[config.mk]
export PLATFORM = sky130hd
export DESIGN_NAME = pc_ras_unit_flat
export DESIGN_NICKNAME = d
export VERILOG_FILES = /design/src/rtl/pc_ras_unit_if.sv /design/src/rtl/pc_ras_unit.sv /design/src/flat_wrapper.sv
export SDC_FILE = /design/constraint.sdc
export NUM_CORES = 1
export LEC_CHECK = 0
export BUFFER_PORTS_ARGS = -buffer_cell sky130_fd_sc_hd__buf_2
export CORE_ASPECT_RATIO = 1.25
export CORE_UTILIZATION = 50
export CTS_CLUSTER_DIAMETER = 80
export DETAILED_ROUTE_END_ITERATION = 12
export PLACE_DENSITY_LB_ADDON = 0.12
export SYNTH_ARGS = -nofsm -noshare
export SYNTH_HDL_FRONTEND = slang
export SYNTH_SLANG_ARGS = --single-unit
[constraint.sdc]
create_clock -name clk -period 2.82 [get_ports clk]
set_input_delay 0.282 -clock clk [delete_from_list [all_inputs] [get_ports clk]]
set_output_delay 0.282 -clock clk [all_outputs]
set_load 0.05 [all_outputs]
[src/rtl/pc_ras_unit_if.sv]
// Request/response bundle between branch resolution and the PC/return-stack unit.
// The master issues the redirect requests; the slave (the PC unit) drives the fetch PC and stack status.
interface pc_ras_unit_if #(
    parameter int unsigned WIDTH     = 32,
    parameter int unsigned RAS_DEPTH = 4
);
    localparam int CW = $clog2(RAS_DEPTH + 1);

    logic             pcwrite;
    logic             exc;
    logic             ret;
    logic [WIDTH-1:0] ret_fallback;
    logic             branch_taken;
    logic [WIDTH-1:0] branch_target;
    logic             jump;
    logic             call;
    logic [WIDTH-1:0] jump_target;
    logic [WIDTH-1:0] out;
    logic [WIDTH-1:0] pc_plus;
    logic [CW-1:0]    ras_count;
    logic             ras_empty;
    logic             ras_full;
    logic             ras_underflow;

    modport master (
        output pcwrite, exc, ret, ret_fallback, branch_taken, branch_target,
               jump, call, jump_target,
        input  out, pc_plus, ras_count, ras_empty, ras_full, ras_underflow
    );

    modport slave (
        input  pcwrite, exc, ret, ret_fallback, branch_taken, branch_target,
               jump, call, jump_target,
        output out, pc_plus, ras_count, ras_empty, ras_full, ras_underflow
    );
endinterface

[src/rtl/pc_ras_unit.sv]
// Fetch program counter with a fixed-priority next-PC select and a circular return-address stack.
// The stack pointer always names the next free slot; a push into a full stack overwrites the oldest entry.
module pc_ras_unit #(
    parameter int unsigned      WIDTH        = 32,
    parameter logic [WIDTH-1:0] RESET_VECTOR = {WIDTH{1'b0}},
    parameter logic [WIDTH-1:0] EXC_VECTOR   = WIDTH'(32'h0000_0180),
    parameter int unsigned      INC          = 4,
    parameter int unsigned      RAS_DEPTH    = 4
) (
    input  logic            clk,
    input  logic            reset,
    pc_ras_unit_if.slave    pc
);
    localparam int CW = $clog2(RAS_DEPTH + 1);
    localparam int PW = $clog2(RAS_DEPTH);

    logic [WIDTH-1:0] pc_r;
    logic [PW-1:0]    ptr_r;
    logic [CW-1:0]    count_r;
    logic             underflow_r;
    logic             empty_r;
    logic             full_r;
    logic [WIDTH-1:0] stack_r [RAS_DEPTH];

    logic [WIDTH-1:0] pc_plus_s;
    logic [WIDTH-1:0] pc_n_s;
    logic [PW-1:0]    ptr_n_s;
    logic [CW-1:0]    count_n_s;
    logic             underflow_n_s;
    logic             push_s;

    assign pc_plus_s        = pc_r + WIDTH'(INC);
    assign pc.out           = pc_r;
    assign pc.pc_plus       = pc_plus_s;
    assign pc.ras_count     = count_r;
    assign pc.ras_empty     = empty_r;
    assign pc.ras_full      = full_r;
    assign pc.ras_underflow = underflow_r;

    // Next-state select: exc beats the stall, everything else needs pcwrite; losers have no side effects.
    always_comb begin
        pc_n_s        = pc_r;
        ptr_n_s       = ptr_r;
        count_n_s     = count_r;
        underflow_n_s = 1'b0;
        push_s        = 1'b0;
        if (pc.exc) begin
            pc_n_s    = EXC_VECTOR;
            ptr_n_s   = {PW{1'b0}};
            count_n_s = {CW{1'b0}};
        end else if (pc.pcwrite) begin
            if (pc.ret) begin
                if (count_r != {CW{1'b0}}) begin
                    pc_n_s    = stack_r[ptr_r - PW'(1)];
                    ptr_n_s   = ptr_r - PW'(1);
                    count_n_s = count_r - CW'(1);
                end else begin
                    pc_n_s        = pc.ret_fallback;
                    underflow_n_s = 1'b1;
                end
            end else if (pc.branch_taken) begin
                pc_n_s = pc.branch_target;
            end else if (pc.jump) begin
                pc_n_s = pc.jump_target;
                if (pc.call) begin
                    push_s  = 1'b1;
                    ptr_n_s = ptr_r + PW'(1);
                    if (count_r != CW'(RAS_DEPTH)) begin
                        count_n_s = count_r + CW'(1);
                    end else begin
                        count_n_s = count_r;
                    end
                end else begin
                    push_s = 1'b0;
                end
            end else begin
                pc_n_s = pc_plus_s;
            end
        end else begin
            pc_n_s = pc_r;
        end
    end

    // PC, stack pointer, occupancy flags and stack storage.
    always_ff @(posedge clk or negedge reset) begin
        if (!reset) begin
            pc_r        <= RESET_VECTOR;
            ptr_r       <= {PW{1'b0}};
            count_r     <= {CW{1'b0}};
            underflow_r <= 1'b0;
            empty_r     <= 1'b1;
            full_r      <= 1'b0;
            for (int i = 0; i < RAS_DEPTH; i++) begin
                stack_r[i] <= {WIDTH{1'b0}};
            end
        end else begin
            pc_r        <= pc_n_s;
            ptr_r       <= ptr_n_s;
            count_r     <= count_n_s;
            underflow_r <= underflow_n_s;
            empty_r     <= (count_n_s == {CW{1'b0}});
            full_r      <= (count_n_s == CW'(RAS_DEPTH));
            if (push_s) begin
                stack_r[ptr_r] <= pc_plus_s;
            end
        end
    end
endmodule

[src/flat_wrapper.sv]
// flat-port wrapper written by rule: the top's interface ports become plain ports
module pc_ras_unit_flat 
#(
    parameter int unsigned      WIDTH        = 32,
    parameter logic [WIDTH-1:0] RESET_VECTOR = {WIDTH{1'b0}},
    parameter logic [WIDTH-1:0] EXC_VECTOR   = WIDTH'(32'h0000_0180),
    parameter int unsigned      INC          = 4,
    parameter int unsigned      RAS_DEPTH    = 4
)
  (clk, reset, pc_pcwrite, pc_exc, pc_ret, pc_ret_fallback, pc_branch_taken, pc_branch_target, pc_jump, pc_call, pc_jump_target, pc_out, pc_pc_plus, pc_ras_count, pc_ras_empty, pc_ras_full, pc_ras_underflow);
  pc_ras_unit_if #(.WIDTH(WIDTH), .RAS_DEPTH(RAS_DEPTH)) pc_i ();
  input  logic clk;
  input  logic reset;
  input wire logic [$bits(pc_i.pcwrite)-1:0] pc_pcwrite;
  input wire logic [$bits(pc_i.exc)-1:0] pc_exc;
  input wire logic [$bits(pc_i.ret)-1:0] pc_ret;
  input wire logic [$bits(pc_i.ret_fallback)-1:0] pc_ret_fallback;
  input wire logic [$bits(pc_i.branch_taken)-1:0] pc_branch_taken;
  input wire logic [$bits(pc_i.branch_target)-1:0] pc_branch_target;
  input wire logic [$bits(pc_i.jump)-1:0] pc_jump;
  input wire logic [$bits(pc_i.call)-1:0] pc_call;
  input wire logic [$bits(pc_i.jump_target)-1:0] pc_jump_target;
  output wire logic [$bits(pc_i.out)-1:0] pc_out;
  output wire logic [$bits(pc_i.pc_plus)-1:0] pc_pc_plus;
  output wire logic [$bits(pc_i.ras_count)-1:0] pc_ras_count;
  output wire logic [$bits(pc_i.ras_empty)-1:0] pc_ras_empty;
  output wire logic [$bits(pc_i.ras_full)-1:0] pc_ras_full;
  output wire logic [$bits(pc_i.ras_underflow)-1:0] pc_ras_underflow;
  assign pc_i.pcwrite = pc_pcwrite;
  assign pc_i.exc = pc_exc;
  assign pc_i.ret = pc_ret;
  assign pc_i.ret_fallback = pc_ret_fallback;
  assign pc_i.branch_taken = pc_branch_taken;
  assign pc_i.branch_target = pc_branch_target;
  assign pc_i.jump = pc_jump;
  assign pc_i.call = pc_call;
  assign pc_i.jump_target = pc_jump_target;
  assign pc_out = pc_i.out;
  assign pc_pc_plus = pc_i.pc_plus;
  assign pc_ras_count = pc_i.ras_count;
  assign pc_ras_empty = pc_i.ras_empty;
  assign pc_ras_full = pc_i.ras_full;
  assign pc_ras_underflow = pc_i.ras_underflow;
  pc_ras_unit #(.WIDTH(WIDTH), .RESET_VECTOR(RESET_VECTOR), .EXC_VECTOR(EXC_VECTOR), .INC(INC), .RAS_DEPTH(RAS_DEPTH)) u_core (.clk(clk), .reset(reset), .pc(pc_i));
endmodule
**Word level (Yosys, flattened, before mapping)**

Cells that the tools add are included.
Widths: inputs -> output; s select.

- Register bits after elaboration: 168
- Output and inout bits: 70

- $add $sub $neg: 5
- Magnitude comparators: 3
- Equal/unequal tests: 4
- Mux-type cells: 37
- Bitwise operators: 2
- Reduce and logical (&&, ||, !) cells: 7

Operator list:

| kind | count |
|---|---|
| $mux 32 | 9 |
| $bwmux 128 | 1 |
| $bmux 32 s2 | 1 |
| $demux 32 s2 | 1 |
| $add 32x3->32 const B | 1 |
| $mux 3 | 8 |
| $mux 2 | 7 |
| $mux 1 | 10 |
| $reduce_bool 3->1 | 3 |
| $ge 3x3->1 const B | 2 |
| $ne 3x3->1 const B | 2 |
| $not 2->3 | 2 |
| $reduce_and 5->1 | 1 |
| $add 3x1->3 const B | 1 |
| $eq 3x3->1 const B | 1 |
| $logic_not 3->1 | 1 |
| $lt 3x1->1 const B | 1 |
| $ne 3x2->1 const B | 1 |
| $sub 3x1->3 const B | 1 |
| $add 2x1->2 const B | 1 |
| $reduce_bool 2->1 | 1 |
| $sub 2x1->2 const B | 1 |
| $logic_and 1x1->1 | 1 |

**Longest topological paths before layout**

- Depth after elaboration: 9
- Depth in mapped cells: 12

**Least setup slack after synthesis**

No wires, ideal clock.

- Path type: reg-to-output
- Start point: register u_core.pc_r[2] (netlist: u_core.pc.out[2])
- End point: output pc_pc_plus[20]
- Data arrival time: 2.587 ns
- Required time: 2.538 ns
- Path slack: -0.049 ns
- Stages on the path, launching flop included: 8
- Path buffers: 1
- Path through: dfrtp_1 > ha_1 > nand3_2 > or3_1 > buf_2 > or3_1 > and2_4 > inv_1

- Cells in the longest elaborated chain, start to end: 1

RTL lines:

| element | RTL line | RTL |
|---|---|---|
| start, declared | pc_ras_unit.sv:17 | `logic [WIDTH-1:0] pc_r;` |
| start signal, assigned | pc_ras_unit.sv:97 | `pc_r <= pc_n_s;` |
| $add 32x3->32 | pc_ras_unit.sv:32 | `assign pc_plus_s = pc_r + WIDTH'(INC);` |
| end, declared | flat_wrapper.sv:24 | `output wire logic [$bits(pc_i.pc_plus)-1:0] pc_pc_plus;` |

No other way between the ends.

**Worst setup path after layout**

- Start point: register u_core.pc_r[3] (netlist: u_core.pc.out[3])
- End point: output pc_pc_plus[20]

Same word-level chain as after synthesis.

==> impl_results.md <==
- Outcome: finished, final reports clean
- Register area share after synthesis: 0.457
- Max-slew violation count: 0
- Htree depth: 4
- TritonRoute pass-1 iters: 5
- Final setup violation count: 0
- CP Depth: 7
- Drt total wl: 28.5 mm
- Largest net degree at the start of global routing: 63
- WS Path Type: reg -> out
- Slowest stage cell, crit path: or3_4
- CTS tree: yes
- Vias in the first global route: 7855
- Post-synthesis area per instance: 9.30 um^2
- DIE HEIGHT: 154 um
- Clk_lat worst skew: 440 ps
- Post-route DRC: 0
- DR iter-0 viols: 560
- Crit end category: primary output
- Ant diodes: 0
- Die area: 0.0190 mm^2
- Core ar.: 0.0181 mm^2
- Clk root buf: clkbuf_16
- Die Wd: 123 um
- Maximum vdd drop: 0.491 mV
- Required @ worst endpoint: 2540 ps
- Share of post-route cells with drive strength above 1: 0.305
- WP data arrival: 2450 ps
- Synth Area in Adders: 0.0109
- Netlist cell types: 67
- Post-synth ARST share: 1.00
- Mux share of post-synthesis cell area: 0.102
- Top_reg_cell synth: dfrtp_1
- IO Count: 174
- Area of placed instances: 0.0105 mm^2
- Compound-Gate Fraction of Synth Area: 0.184
- Cts bufs inserted: 17
- Total global-route track usage: 0.313
- Synth Instances: 990
- Synthesized cell area: 0.00921 mm^2
- RSZ-0062 raised after global routing: yes
- Post-route cell area: 0.0112 mm^2
- Crit-path leading delay family: simple AND/OR/NAND/NOR gates
- Pwr/cell area: 574 mW/mm^2
- Avg WL per Cell: 20.4 um
- Dpl cells: 1361
- Syn. warnings: 0
- Fin crit share: 0.969
- Row Count: 55
- Min Tclk post-route: 2730 ps
- CP cell instances: ha_4 > nand3_4 > or3_4 > or3_1 > and2_4 > inv_1 > buf_4
- Largest family of logic cells by synthesized area: compound AO/OA/AOI/OAI gates
- Xor and xnor area share after synthesis: 0.0266
- GRT overflow: 0
- Max_cap viols: 0
- Finished Layout Cells: 1401
- Routability cong.: 0.885
- Syn_nets: 1102
- Initial antenna violation count: 0
- CP max stage delay: 440 ps
- Leak: 0.00523 uW
- Hold path depth: 3
- Total number of vias: 8252
- Final #Nets: 1272
- Hold WC Path Type: in -> reg
- Reg2Reg Depth: 7
- Setup crit start kind: register
- Final antenna-violating net count: 0
- Setup TNS: 0 ps
- First-pass GRT wire length: 44.1 mm
- Max clock buf depth: 2
- Setup Skew: 7.12 ps
- Number of fill cells in the layout: 1589
- Initial core utilization: 0.509
- Worst path bufs/invs: 2
- Synth-to-Final Area Change: 21.9%
- Post-Synth Simple-Gate Area: 0.166
- Worst relative slew slack: 0.442
- Dpl hpwl: 20.2 mm
- Clock Pin Slew Worst Setup and Hold Paths: 70 ps
- Worst-Margin Slew: 837 ps
- Fin. Hold Viols: 0
- Synthesis-stage register bit count: 168
- Largest fanout on the critical path: 8
- I/O Buffers: 173
- DR vias/cell: 5.89
- Fmax: 366 MHz
- Sink Count: 168
- Number of synthesized flops with an enable pin: 0
-- kinds of logic (layout without fill, tap and decap cells) --
logic type,Yosys count,in the layout
and+or+nand+nor,329,329
AOI/OAI and AO/OA,277,277
DFF,168,168
buffers and inverters,120,303
muxes,60,60
xor gates and xnor gates,28,28
adders and majority gates,8,8
-- worst reg2reg max path: stages (launching register included) --
cell and delay, ps:
dfrtp_1 420, inv_1 120, ha_1 260, nand2b_1 490
buf_4 430, a21boi_0 260, nor3_1 90, a211o_1 280
-- report_power, final --
part,internal (uW),leakage (uW),switching (uW)
logic,439,0.00268,944
clock network,1340,0.000274,1030
registers,2550,0.00227,132
-- path summary, 6_finish.rpt --
check	start	slack [ps]	end
max	u_core.pc.out[3]	90	pc_pc_plus[20]
max reg2reg	u_core.pc.ras_count[0]	350	u_core.pc.out[12]
min	pc_branch_target[4]	120	u_core.pc.out[4]
min reg2reg	u_core.stack_r[30]	480	u_core.stack_r[30]
max in group asynchronous	reset	1690	u_core.pc.ras_empty
min in group asynchronous	reset	360	u_core.stack_r[5]
-- sequential cells by signal, summed over array words and instances (netlist names) --
register / flops
u_core.pc.out: 32
u_core.pc.ras_full: 1
u_core.ptr_r: 2
u_core.stack_r: 128
u_core.pc.ras_underflow: 1
u_core.pc.ras_empty: 1
u_core.pc.ras_count: 3
-- synthesized netlist by cell type, types with 5 or more instances --
library cell | number | area [um^2]
nand2_1 | 189 | 709
dfrtp_1 | 167 | 4180
o21ai_0 | 129 | 646
a21oi_1 | 51 | 255
clkbuf_1 | 49 | 184
inv_1 | 47 | 176
nor2_1 | 30 | 113
mux4_2 | 25 | 563
mux2_2 | 24 | 270
nand3_1 | 24 | 120
xnor2_1 | 21 | 184
nor3_1 | 15 | 75.1
buf_2 | 14 | 70.1
a221oi_1 | 12 | 105
nand4_1 | 12 | 75.1
mux2i_1 | 11 | 110
nand2b_1 | 9 | 56.3
o22ai_1 | 9 | 56.3
ha_1 | 8 | 100
a211o_1 | 7 | 61.3
a31oi_1 | 7 | 43.8
xor2_1 | 7 | 61.3
buf_1 | 6 | 22.5
nor2b_1 | 6 | 37.5
a211oi_1 | 5 | 37.5
a221o_1 | 5 | 50.1
a311o_1 | 5 | 50.1
and2_1 | 5 | 31.3
and3_1 | 5 | 31.3
o221ai_1 | 5 | 43.8
or3b_2 | 5 | 43.8
-- final cells by class --
type                       count  area [um^2]  share of cell area
inverter                      47          176              0.0157
multi-input combinational    702         4640               0.413
sequential                   168         4220               0.376
clock inverter                12          143              0.0127
clock buffer                  20          447              0.0398
tap                          228          285              0.0254
timing repair buffer         224         1310               0.117
-- cell usage in the layout, fill, tap and decap left out, types with 17 or more instances in the layout --
cell type    n
a21oi_1     51
buf_4       47
buf_2      170
nor2_1      29
o21ai_0    129
clkbuf_16   17
nand2_1    185
mux2_2      24
nand3_1     24
mux4_2      25
dfrtp_1    152
inv_1       47
-- per-layer routing --
layer,part of all wire,vias up,GRT usage
met3,0.069,57,0.0601
met1,0.41,4001,0.407
li1,-,3864,-
met5,0,-,0
met2,0.49,330,0.518
met4,0.027,0,0.108
-- per-stage QoR --
step                      power, uW  setup slack [ps]   util  hold slack (ps)
after floorplan                3580              29.6      -            -13.6
after global placement         4060               339  0.577              280
after detailed placement       4070               272  0.577              275
after CTS                      6450              13.0  0.613              109
after global routing           6680             -50.8  0.620              129
final                          6440              87.0  0.620              121
-- repair_timing --
action                     4_1_cts  5_1_grt
pin swaps                        0        5
buffers inserted                 0        7
setup endpoints to repair        7       14
hold endpoints to repair        52        0
gates resized for setup          8       21
hold buffers                     1        0
(Power assumes the default switching activity.)
